**src/rtl/inst_fetcher.sv**
```systemverilog
// Instruction fetch front-end: static branch prediction, single outstanding memory request,
// and an issue queue feeding the decoder. Define ICACHE_EN to add a direct-mapped i-cache.
module inst_fetcher #(
  parameter int unsigned IQ_DEPTH     = 8,
  parameter int unsigned IQ_PTR_W     = 3,
  parameter logic [31:0] RESET_PC     = 32'h0,
  parameter int unsigned ICACHE_LINES = 16
) (
  input  logic        clk,
  input  logic        rst,
  input  logic        rdy,
  input  logic        in_stall,
  output logic [31:0] out_inst,
  output logic [31:0] out_pc,
  output logic        out_jump_flag,
  output logic        out_mc_req,
  output logic [31:0] out_mc_addr,
  input  logic        in_mc_done,
  input  logic [31:0] in_mc_inst,
  input  logic        in_rob_flush,
  input  logic [31:0] in_rob_target_pc
);

  localparam logic [1:0] IDLE = 2'd0;
  localparam logic [1:0] WAIT = 2'd1;
  localparam logic [1:0] DROP = 2'd2;
  localparam int unsigned CNT_W = IQ_PTR_W + 1;
  localparam logic [CNT_W-1:0] CNT_FULL = CNT_W'(IQ_DEPTH);

  if (IQ_DEPTH != (32'd1 << IQ_PTR_W)) begin : g_bad_depth
    $error("IQ_DEPTH must equal 2**IQ_PTR_W");
  end
  if ((ICACHE_LINES & (ICACHE_LINES - 32'd1)) != 32'd0) begin : g_bad_lines
    $error("ICACHE_LINES must be a power of two");
  end

  function automatic logic predict_taken(input logic [31:0] inst);
    predict_taken = (inst[6:0] == 7'b1101111) || ((inst[6:0] == 7'b1100011) && inst[31]);
  endfunction

  function automatic logic [31:0] predict_next(input logic [31:0] inst, input logic [31:0] pc);
    logic [31:0] imm;
    if (inst[6:0] == 7'b1101111) begin
      imm = {{12{inst[31]}}, inst[19:12], inst[20], inst[30:21], 1'b0};
    end else if ((inst[6:0] == 7'b1100011) && inst[31]) begin
      imm = {{20{inst[31]}}, inst[7], inst[30:25], inst[11:8], 1'b0};
    end else begin
      imm = 32'd4;
    end
    predict_next = pc + imm;
  endfunction

  logic [1:0]          state_q, state_d;
  logic [31:0]         pc_q, pc_d;
  logic                mc_req_q, mc_req_d;
  logic [31:0]         mc_addr_q, mc_addr_d;
  logic [IQ_PTR_W-1:0] head_q, head_d, tail_q, tail_d;
  logic [CNT_W-1:0]    count_q, count_d;
  logic [31:0]         out_inst_q, out_inst_d, out_pc_q, out_pc_d;
  logic                out_jf_q, out_jf_d;

  logic [31:0] iq_inst_q [IQ_DEPTH];
  logic [31:0] iq_pc_q   [IQ_DEPTH];
  logic        iq_jf_q   [IQ_DEPTH];

  logic        enq_s, deq_s, not_full_s;
  logic [31:0] enq_inst_s;

  assign not_full_s = (count_q < CNT_FULL);

`ifdef ICACHE_EN
  localparam int unsigned IDX_W = $clog2(ICACHE_LINES);
  logic [ICACHE_LINES-1:0] ic_valid_q;
  logic [31:IDX_W+2]       ic_tag_q  [ICACHE_LINES];
  logic [31:0]             ic_data_q [ICACHE_LINES];
  logic [IDX_W-1:0]        ic_idx_s;
  logic                    ic_hit_s, ic_fill_s;

  assign ic_idx_s  = pc_q[IDX_W+1:2];
  assign ic_hit_s  = ic_valid_q[ic_idx_s] && (ic_tag_q[ic_idx_s] == pc_q[31:IDX_W+2]);
  assign ic_fill_s = (state_q == WAIT) && in_mc_done && !in_rob_flush;
`endif

  // Fetch FSM and PC selection; flush overrides the PC and kills any enqueue.
  always_comb begin
    state_d    = state_q;
    mc_req_d   = mc_req_q;
    mc_addr_d  = mc_addr_q;
    enq_s      = 1'b0;
    enq_inst_s = in_mc_inst;
    case (state_q)
      IDLE: begin
        mc_req_d = 1'b0;
        if (in_rob_flush) begin
          state_d = IDLE;
`ifdef ICACHE_EN
        end else if (not_full_s && ic_hit_s) begin
          enq_s      = 1'b1;
          enq_inst_s = ic_data_q[ic_idx_s];
`endif
        end else if (not_full_s) begin
          mc_req_d  = 1'b1;
          mc_addr_d = pc_q;
          state_d   = WAIT;
        end else begin
          state_d = IDLE;
        end
      end
      WAIT: begin
        if (in_mc_done) begin
          mc_req_d = 1'b0;
          state_d  = IDLE;
          enq_s    = !in_rob_flush;
        end else if (in_rob_flush) begin
          mc_req_d = 1'b0;
          state_d  = DROP;
        end else begin
          mc_req_d = 1'b1;
        end
      end
      DROP: begin
        mc_req_d = 1'b0;
        if (in_mc_done) begin
          state_d = IDLE;
        end else begin
          state_d = DROP;
        end
      end
      default: begin
        mc_req_d = 1'b0;
        state_d  = IDLE;
      end
    endcase

    if (in_rob_flush) begin
      pc_d = in_rob_target_pc;
    end else if (enq_s) begin
      pc_d = predict_next(enq_inst_s, pc_q);
    end else begin
      pc_d = pc_q;
    end
  end

  // Queue pointers and the registered issue slot.
  always_comb begin
    deq_s = (count_q != {CNT_W{1'b0}}) && !in_stall && !in_rob_flush;
    if (in_rob_flush) begin
      head_d  = {IQ_PTR_W{1'b0}};
      tail_d  = {IQ_PTR_W{1'b0}};
      count_d = {CNT_W{1'b0}};
    end else begin
      head_d  = head_q + IQ_PTR_W'(deq_s);
      tail_d  = tail_q + IQ_PTR_W'(enq_s);
      count_d = count_q + CNT_W'(enq_s) - CNT_W'(deq_s);
    end
    if (deq_s) begin
      out_inst_d = iq_inst_q[head_q];
      out_pc_d   = iq_pc_q[head_q];
      out_jf_d   = iq_jf_q[head_q];
    end else begin
      out_inst_d = 32'h0;
      out_pc_d   = 32'h0;
      out_jf_d   = 1'b0;
    end
  end

  // Control and output registers; rdy low freezes everything.
  always_ff @(posedge clk or posedge rst) begin
    if (rst) begin
      state_q    <= IDLE;
      pc_q       <= RESET_PC;
      mc_req_q   <= 1'b0;
      mc_addr_q  <= 32'h0;
      head_q     <= {IQ_PTR_W{1'b0}};
      tail_q     <= {IQ_PTR_W{1'b0}};
      count_q    <= {CNT_W{1'b0}};
      out_inst_q <= 32'h0;
      out_pc_q   <= 32'h0;
      out_jf_q   <= 1'b0;
    end else if (rdy) begin
      state_q    <= state_d;
      pc_q       <= pc_d;
      mc_req_q   <= mc_req_d;
      mc_addr_q  <= mc_addr_d;
      head_q     <= head_d;
      tail_q     <= tail_d;
      count_q    <= count_d;
      out_inst_q <= out_inst_d;
      out_pc_q   <= out_pc_d;
      out_jf_q   <= out_jf_d;
    end
  end

  // Queue storage; contents are only meaningful below count_q, so no reset.
  always_ff @(posedge clk) begin
    if (rdy && enq_s) begin
      iq_inst_q[tail_q] <= enq_inst_s;
      iq_pc_q[tail_q]   <= pc_q;
      iq_jf_q[tail_q]   <= predict_taken(enq_inst_s);
    end
  end

`ifdef ICACHE_EN
  // Line valid bits survive flushes and are cleared only by reset.
  always_ff @(posedge clk or posedge rst) begin
    if (rst) begin
      ic_valid_q <= {ICACHE_LINES{1'b0}};
    end else if (rdy && ic_fill_s) begin
      ic_valid_q[ic_idx_s] <= 1'b1;
    end
  end

  // Line fill from every memory response that is kept.
  always_ff @(posedge clk) begin
    if (rdy && ic_fill_s) begin
      ic_tag_q[ic_idx_s]  <= pc_q[31:IDX_W+2];
      ic_data_q[ic_idx_s] <= in_mc_inst;
    end
  end
`endif

  assign out_inst      = out_inst_q;
  assign out_pc        = out_pc_q;
  assign out_jump_flag = out_jf_q;
  assign out_mc_req    = mc_req_q;
  assign out_mc_addr   = mc_addr_q;

endmodule

```
**config.mk**
```make
export PLATFORM = sky130hd
export DESIGN_NAME = inst_fetcher
export DESIGN_NICKNAME = d
export VERILOG_FILES = /design/src/rtl/inst_fetcher.sv
export SDC_FILE = /design/constraint.sdc
export NUM_CORES = 1
export LEC_CHECK = 0
export ABC_AREA = 1
export CORE_MARGIN = 2
export CORE_UTILIZATION = 38
export CTS_BUF_LIST = sky130_fd_sc_hd__clkbuf_8
export DETAILED_ROUTE_END_ITERATION = 7
export DONT_BUFFER_PORTS = 1
export PLACE_DENSITY_LB_ADDON = 0.05
export SLEW_MARGIN = 30
export SYNTH_ARGS = -nofsm -noshare
export SYNTH_HDL_FRONTEND = slang
export SYNTH_SLANG_ARGS = --single-unit
```
**constraint.sdc**
```tcl
create_clock -name clk -period 12.9 [get_ports clk]
set_input_delay 2.58 -clock clk [delete_from_list [all_inputs] [get_ports clk]]
set_output_delay 2.58 -clock clk [all_outputs]
set_load 0.02 [all_outputs]
```
==> results of run 1 <==
==> logic make-up after synthesis <==
family,Yosys count,synth area share
buffers and inverters,304,0.0460
AOI/OAI and AO/OA,435,0.101
and+or+nand+nor,1128,0.152
adders and majority gates,44,0.0198
DFF,662,0.671
xor gates and xnor gates,11,0.00337
muxes,18,0.00710
==> worst reg2reg max path, delay by kind of cell, from the launching register on <==
| family | cells | cell delay, ns |
|---|---|---|
| flip-flops | 1 | 0.38 |
| buffers and inverters | 4 | 1.08 |
| adder cells (fa/ha/maj) | 1 | 0.16 |
| AND/OR/NAND/NOR | 4 | 1.33 |
==> routing by layer <==
metal,vias up,track usage,routed length [µm]
met1,9583,0.307,39500
met5,-,0,13
li1,9040,-,-
met3,108,0.0519,5520
met4,2,0.0577,1680
met2,459,0.338,38000
==> synthesized netlist by cell type, types with 3 or more instances <==
library cell	n	area [µm²]
sky130_fd_sc_hd__inv_1	164	616
sky130_fd_sc_hd__xor2_1	6	52.6
sky130_fd_sc_hd__o21bai_1	3	22.5
sky130_fd_sc_hd__a21oi_1	162	811
sky130_fd_sc_hd__xnor2_1	5	43.8
sky130_fd_sc_hd__o211ai_1	5	37.5
sky130_fd_sc_hd__buf_6	8	90.1
sky130_fd_sc_hd__o31ai_1	130	976
sky130_fd_sc_hd__o22ai_1	8	50.1
sky130_fd_sc_hd__ha_1	42	526
sky130_fd_sc_hd__nand4_1	4	25.0
sky130_fd_sc_hd__nand2_1	701	2630
sky130_fd_sc_hd__o21ai_1	6	30.0
sky130_fd_sc_hd__clkbuf_1	51	191
sky130_fd_sc_hd__nor2_1	360	1350
sky130_fd_sc_hd__nand3_1	53	265
sky130_fd_sc_hd__nor3_1	6	30.0
sky130_fd_sc_hd__edfxtp_1	520	15600
sky130_fd_sc_hd__inv_2	5	18.8
sky130_fd_sc_hd__a32o_1	65	651
sky130_fd_sc_hd__buf_1	12	45.0
sky130_fd_sc_hd__buf_4	12	90.1
sky130_fd_sc_hd__mux2_2	18	203
sky130_fd_sc_hd__dfrtp_1	142	3550
sky130_fd_sc_hd__buf_2	51	255
sky130_fd_sc_hd__o21ai_0	49	245
==> metrics by stage <==
step,setup WS (ns),util,hold WS [ns]
after floorplan,4.85,-,0.509
after global placement,6.94,0.395,0.551
after detailed placement,6.84,0.395,0.556
after CTS,7.61,0.425,0.564
after global routing,7.20,0.426,0.601
final,7.53,0.426,0.558
==> power breakdown <==
group	switching (µW)	internal, µW
sequential	301	2490
clock	877	954
combinational	532	263
total	1710	3710
==> final cells by class <==
| class | instances | area [µm²] |
|---|---|---|
| Fill cell | 7052 | 42700 |
| Sequential cell | 662 | 19200 |
| Multi-Input combinational cell | 1636 | 8150 |
| Clock buffer | 132 | 1820 |
| Tap cell | 969 | 1210 |
| Inverter | 170 | 661 |
| Clock inverter | 86 | 403 |
| Timing Repair Buffer | 30 | 305 |
| Antenna cell | 1 | 2.50 |
==> sequential cells by signal, indices dropped and copies added (netlist names) <==
signal and count:
out_mc_addr 32, out_jump_flag 1, pc_q 32, head_q 3, state_q 2, iq_pc_q 256, count_q 4, iq_inst_q 256
out_pc 32, out_mc_req 1, out_inst 32, tail_q 3, iq_jf_q 8
==> worst max-delay path by stage <==
stage / from / to
2_1_floorplan: in_mc_done / iq_inst_q[4][0]
6_report: in_mc_inst[6] / pc_q[9]
3_3_place_gp: in_mc_inst[6] / pc_q[9]
3_5_place_dp: in_mc_inst[6] / pc_q[9]
4_1_cts: in_mc_inst[6] / pc_q[9]
5_1_grt: in_mc_inst[6] / pc_q[20]
==> results.md, run 1 <==
Critical path:
- Among cell families on the critical path, the largest total delay comes from simple AND/OR/NAND/NOR gates.
- The signal on the critical path passes through nand2_1 -> nor2_1 -> nand2_1 -> nand2_1 -> nand3_1 -> fa_1 -> nand3_1 -> nand3_1 -> nand2_1 -> nand2_1 -> xnor2_1 -> nand2_1 -> o211ai_1 -> o21ai_0.
- In this run the critical register-to-register path is launched from state_q[1].
- The endpoint of the lowest-slack register-to-register path is iq_pc_q[1][9].
- The data required time at the worst endpoint is 13.46 ns.
- Data arrives at the worst endpoint at 5.93 ns.
- The setup check on the worst reg-to-reg path leaves a slack of 9.55 ns.
- The path type of the worst setup path is in2reg.
- For this design, the slowest cell found on the critical path is sky130_fd_sc_hd__nand2_1.
- The element type at the critical path start is an input pin.
- Counting cells, the worst reg-to-reg path comes to 9.
- The delay contributed by the slowest stage of the critical path is 0.60 ns.
- The largest fanout on the critical path is 20.
- By instance count, the cell type seen most on the critical path is sky130_fd_sc_hd__nand2_1.
- The number of buffer and inverter stages on the critical path is 0.
- In this run the number of cells on the critical path is 14.
- The sort of element at the end of the critical path is a flip-flop.

Timing:
- The maximum clock frequency is 0.186 GHz.
- The final count of hold timing violations is 0.
- The max-slew violation total from the final report is 0.
- The total negative slack for setup checks is 0 ns.
- Setup repair after global routing left no endpoint under its margin.
- Subtracting the final worst setup slack from the clock period gives 5.37 ns.
- Dividing the final minimum period by the clock period gives 0.416.
- The setup skew after layout is 0.0385 ns.
- The worst-case headroom to the max-slew limit is 0.277.
- Setup violations remaining at the end of the flow were counted as 0.
- The measured slew at the worst slew-check pin is 1.08 ns.

Placed design:
- The number of placed instances, taps included, is 3464.
- The HPWL after detailed placement is 48300 µm.
- Port buffering added 0 buffers.
- The placed instances occupy a cell area of 0.0294 mm².
- At the end of routability-driven placement, the weighted congestion stood at 0.858.

Power:
- The power per unit of standard cell area is 171 mW/mm².
- The total power draw is 5420 µW.
- In this run the static leakage power is 0.0128 µW.
- The worst-case IR drop observed on VDD is 0.114 mV.

Synth:
- In this run, synthesis inferred 520 flip-flops with an integrated enable.
- The number of distinct standard cells referenced by the synthesized netlist is 35.
- The number of nets in the synthesized netlist is 2716.
- Yosys printed 0 warnings.
- Counting flops and latches in the post-synthesis netlist gives 662.
- The share of the yosys chip area belonging to registers is 0.671.
- After technology mapping, the gate count stands at 2602.
- The top flip-flop cell by instance count after synthesis is sky130_fd_sc_hd__edfxtp_1.
- In this run the mean area of a mapped cell was 11.0 µm².
- The cell area that synthesis handed to floorplanning was 0.0286 mm².
- The proportion of synthesized flip-flops having asynchronous set or reset is 0.215.

Route:
- After detailed routing, the average wire length per cell comes to 23.0 µm.
- Summed over all layers, the routed wires come to 84700 µm.
- Once detail routing completed, the nets flagged for antenna violations numbered 0.
- The count of unresolved DRC violations after routing is 0.
- The detailed-route via count is 19200.
- After the first detailed-routing iteration, the DRC count stood at 1334.
- The number of detailed-routing iterations run before antenna repair is 5.
- The ratio of routed vias to standard cells is 5.21.

Finish:
- The leading cell type in the layout, fill and taps excluded is sky130_fd_sc_hd__nand2_1.
- The top cell types in the final layout, fill and taps aside, are sky130_fd_sc_hd__nand2_1 (700), sky130_fd_sc_hd__edfxtp_1 (520), sky130_fd_sc_hd__nor2_1 (353).
- In the final layout, the share of cells above drive strength 1 is 0.0817.
- The post-route cell area is 0.0317 mm².
- For this run, the post-layout net count is 2730.
- The synthesis-to-layout area growth is 11.1%.
- Once layout is complete, the cells apart from fillers number 3686.

Floorplan:
- The area of the placeable core is 0.0744 mm².
- The initial utilization of the core area, before any placement, comes to 0.384.
- The cell row count is 100.
- Measured along the x axis, the die boundary spans 278 µm.
- The floorplan step defined a die boundary enclosing 0.0774 mm².
- In this run the vertical extent of the chip is 278 µm.
- In this run the count of I/O pins placed on the die edge is 168.

CTS:
- The clock reaches the later pin of the worst-skew pair after 0.73 ns.
- Post-CTS repair changed the size of 0 cells.
- Counting every sink on the clock net gives 662.
- Buffers added to address setup during post-CTS repair amount to 0.
- No sink is reached through more buffers than the 3 on the longest clock path.
- The number of CTS-inserted buffers is 116.
- TritonCTS built the clock tree.
- The CTS H-tree depth is 3.
- The tree is rooted in a sky130_fd_sc_hd__clkbuf_8.
- The clock-pin transition on the worst setup and hold timing paths is 0.06 ns.
- The number of buffers inserted by hold repair at cts is 0.

Global routing:
- The first global-routing pass estimated 125000 µm of wire.
- The number of global-route vias before repair came to 18900.
- The number of antenna violations at the first check in global routing is 8.
- The total global routing track utilization is 0.218.
- For this run the aggregate overflow at the end of global routing stands at 0.
- The pin count of the biggest net entering global routing is 178.

Outcome:
- The run finished with clean final reports.

Min path:
- The worst min-delay path category is reg2reg.
- The hold path depth is 2.
- The startpoint identified for the worst hold timing path is count_q[3].
- The worst hold path terminates at count_q[3].

Flow run:
- The tool flagged a number of max-cap violations equal to 0.
No activity file was read; power rests on OpenSTA's default activity.
==> run 2, diff against run 1 <==
==> constraint.sdc (replaced) <==
create_clock -name clk -period 4.36 [get_ports clk]
set_input_delay 0.872 -clock clk [delete_from_list [all_inputs] [get_ports clk]]
set_output_delay 0.872 -clock clk [all_outputs]
set_load 0.02 [all_outputs]
==> run 2 against run 1 <==
Effect of this change:
- register-to-register slack worse by 8.0 ns
- first-iteration DRC count decreased by 5.4%
- worst hold slack got worse by 0.52 ns
- final cell count grew 0.57%
- clock power rose to 3.0 times the previous value
- die area unchanged
- worst setup slack lost 6.3 ns
- via count about the same
- sequential power grew to 3.0 times the previous value
- final area increased by 0.95%
- critical path type unchanged
==> results.md, run 2 (synthesis gave the netlist of run 1 again) <==
Timing:
- The measured slew at the worst slew-check pin is 0.931 ns (was 1.08 ns).
- Timing would allow up to 0.319 GHz.
- The total negative slack for setup checks was 0 ns (unchanged).
- The max-slew violation total from the final report is 0 (unchanged).
- The total of endpoints with negative setup slack in the final report is 0 (unchanged).
- The final count of hold timing violations was 0 (unchanged).
- RSZ-0062 raised after global routing: false (unchanged).
- The worst-case headroom to the max-slew limit is 0.379 (was 0.277).
- After layout, the minimum clock period comes to 3.13 ns.
- In the finished design, the share of the clock period the worst path needs comes to 0.718.
- The setup skew after layout came to 0.0190 ns (was 0.0385 ns).

Global routing:
- The number of antenna violations at the first check in global routing is 7 (was 8).
- The total global routing track utilization is 0.215 (was 0.218).
- The pin count of the biggest net entering global routing came to 155 (was 178).
- The number of global-route vias before repair is 19500 (was 18900).
- The wire length of the first global-routing pass is 125000 µm (about the same).
- The total grt overflow is 0 (unchanged).

Flow run:
- The max-capacitance violation count is 0 (unchanged).

Critical path:
- The cell depth of the worst flop-to-flop path is 9 (unchanged).
- The largest fanout on the critical path came to 9 (was 20).
- The arrival time of the worst setup path is 3.73 ns (was 5.93 ns).
- The source of the critical timing path is in_mc_inst[6] (unchanged).
- The path type of the worst setup path is in2reg (unchanged).
- The data required time at the worst endpoint is 4.96 ns (was 13.46 ns).
- The worst flop-to-flop path startpoint is state_q[1] (unchanged).
- The element type at the critical path start is an input pin (unchanged).
- The sort of element at the end of the critical path is a flip-flop (unchanged).
- The endpoint of the lowest-slack register-to-register path was iq_pc_q[4][24] (was iq_pc_q[1][9]).
- The minimum setup slack among reg-to-reg paths is 1.59 ns (was 9.55 ns).
- The end of the critical path is pc_q[22] (was pc_q[9]).

CTS:
- The post-CTS repair timing setup buffer count is 0 (unchanged).
- The number of CTS-inserted buffers is 117 (was 116).
- The count of instances resized after the clock tree is built came to 0 (unchanged).
- The clock-pin transition on the worst setup and hold timing paths was 0.06 ns (about the same).
- The number of buffers inserted by hold repair at cts was 0 (unchanged).
- The total number of clock tree sinks is 662 (unchanged).
- The CTS tree is yes (unchanged).
- The clock tree root driver cell is sky130_fd_sc_hd__clkbuf_8 (unchanged).
- The CTS H-tree depth was 3 (unchanged).
- The clock latency reported for the late side of the worst-skew pair is 0.72 ns (was 0.73 ns).
- The maximum buffer depth of the clock tree is 3 (unchanged).

Floorplan:
- The die footprint is 0.0774 mm² (unchanged).
- The die outline width came to 278 µm (unchanged).
- The initial core utilization is 0.384 (unchanged).
- The die span in y is 278 µm (unchanged).
- The top-level I/O count is 168 (unchanged).
- The cell row count was 100 (unchanged).
- The area of the placeable core is 0.0744 mm² (unchanged).

Finish:
- The leading cell type in the layout, fill and taps excluded is sky130_fd_sc_hd__nand2_1 (unchanged).
- The total area of multi-input combinational cells is 0.00816 mm² (was 0.00815 mm²).
- The number of non-filler instances in the completed layout is 3707 (was 3686).
- The footprint of the flip-flops and latches came to 0.0192 mm² (unchanged).
- The layout cell share with drive strength beyond 1 is 0.0856 (was 0.0817).
- The count of nets after finishing is 2744 (was 2730).
- The number of filler cells placed in the layout is 7104 (was 7052).
- The synthesis-to-layout area growth is 12.1% (was 11.1%).
- Most frequent cells in the layout: sky130_fd_sc_hd__nand2_1 (700), sky130_fd_sc_hd__edfxtp_1 (520), sky130_fd_sc_hd__nor2_1 (353) (unchanged).
- Registers with the most flip-flops: iq_inst_q x256, iq_pc_q x256 (unchanged).

Power:
- The leakage power total is 0.0130 µW (was 0.0128 µW).
- The peak ir drop on the vdd network was 0.259 mV (was 0.114 mV).
- The power per unit of standard cell area came to 502 mW/mm² (was 171 mW/mm²).
- The total power draw was 16100 µW (was 5420 µW).

Route:
- The wire length reported by the detailed router is 83100 µm (was 84700 µm).
- The ratio of routed vias to standard cells is 5.18 (was 5.21).
- The detailed-route via count is 19200 (about the same).
- The count of antenna-violating nets left after detailed routing is 0 (unchanged).
- The number of detailed-routing iterations run before antenna repair is 5 (unchanged).
- The DRC violation total after the first TritonRoute iteration is 1262 (was 1334).
- The count of unresolved DRC violations after routing is 0 (unchanged).
- The routed wire length per instance is 22.4 µm (was 23.0 µm).

Placed design:
- The placed instance count is 3479 (was 3464).
- The estimated wirelength of the detail-placed design was 48400 µm (was 48300 µm).
- The final weighted congestion in routability-driven placement is 0.892 (was 0.858).
- The number of input and output port buffers inserted is 0 (unchanged).

Outcome:
- Run status: finished clean (unchanged).

Min path:
- The worst min-delay path category is in2async (was reg2reg).
==> run 2: cell count changes in the layout (fill, tap and decap cells not counted), moves of 3 or more <==
cell	before	now
sky130_fd_sc_hd__buf_6	4	0
sky130_fd_sc_hd__buf_12	2	17
sky130_fd_sc_hd__buf_4	22	25
sky130_fd_sc_hd__inv_1	209	217
sky130_fd_sc_hd__clkbuf_8	132	125
sky130_fd_sc_hd__bufinv_16	1	4
sky130_fd_sc_hd__clkinvlp_4	1	6
==> run 2: layout make-up <==
type | instances | area share
sequential | 662 | 0.599
timing repair buffer | 43 | 0.0173
multi-input combinational | 1636 | 0.255
inverter | 170 | 0.0207
antenna | 3 | 0.000234
tap | 969 | 0.0379
clock inverter | 99 | 0.0167
clock buffer | 125 | 0.0537
==> run 2: per-stage QoR <==
| step | area [µm²] | util | worst slack (ns) | hold WS [ns] |
|---|---|---|---|---|
| after floorplan | 28600 | - | -0.223 | 0.509 |
| after global placement | 29700 | 0.399 | 0.491 | 0.539 |
| after detailed placement | 29700 | 0.399 | 0.488 | 0.553 |
| after CTS | 32000 | 0.430 | 1.28 | 0.178 |
| after global routing | 32000 | 0.430 | 0.980 | 0.0280 |
| final | 32000 | 0.430 | 1.23 | 0.0425 |
==> run 2: metal layers <==
metal	part of all wire	GRT usage	vias up	wire length, µm
met4	0.017	0.0543	0	1400
met5	0	0	-	0
met1	0.45	0.289	9586	37800
met2	0.48	0.358	417	39500
li1	-	-	9084	-
met3	0.053	0.0421	106	4410
==> run 2: worst max-delay path, stage by stage <==
cell and delay (ns):
sky130_fd_sc_hd__nand2_1 0.04, sky130_fd_sc_hd__nor2_1 0.26, sky130_fd_sc_hd__nand3_1 0.33, sky130_fd_sc_hd__buf_4 0.28
sky130_fd_sc_hd__o21ai_0 0.21, sky130_fd_sc_hd__o21ai_0 0.19, sky130_fd_sc_hd__inv_1 0.12, sky130_fd_sc_hd__ha_1 0.29
sky130_fd_sc_hd__nand2_1 0.16, sky130_fd_sc_hd__inv_1 0.05, sky130_fd_sc_hd__nand2_1 0.08, sky130_fd_sc_hd__nand3_1 0.13
sky130_fd_sc_hd__nand2_1 0.10, sky130_fd_sc_hd__nand2_1 0.16, sky130_fd_sc_hd__nand2_1 0.13, sky130_fd_sc_hd__nand2_1 0.06
sky130_fd_sc_hd__nand2_1 0.06, sky130_fd_sc_hd__nand3_1 0.06, sky130_fd_sc_hd__nand2_1 0.08, sky130_fd_sc_hd__nand2_1 0.04
==> run 2: report_power, final <==
part	leakage, µW	internal, µW	switching [µW]
sequential	0.00653	7380	876
clock	0.00134	2890	2610
combinational	0.00509	782	1540
total	0.0130	11000	5020
==> run 2: worst min path at each step <==
stage	start	end	slack (ns)	cells after the start
6_report	rst	out_mc_addr[10]	0.04	1
5_1_grt	rst	count_q[2]	0.03	1
3_5_place_dp	count_q[0]	count_q[0]	0.55	2
2_1_floorplan	count_q[3]	out_mc_req	0.51	3
3_3_place_gp	count_q[0]	count_q[0]	0.54	2
4_1_cts	in_mc_inst[31]	iq_inst_q[1][31]	0.18	0
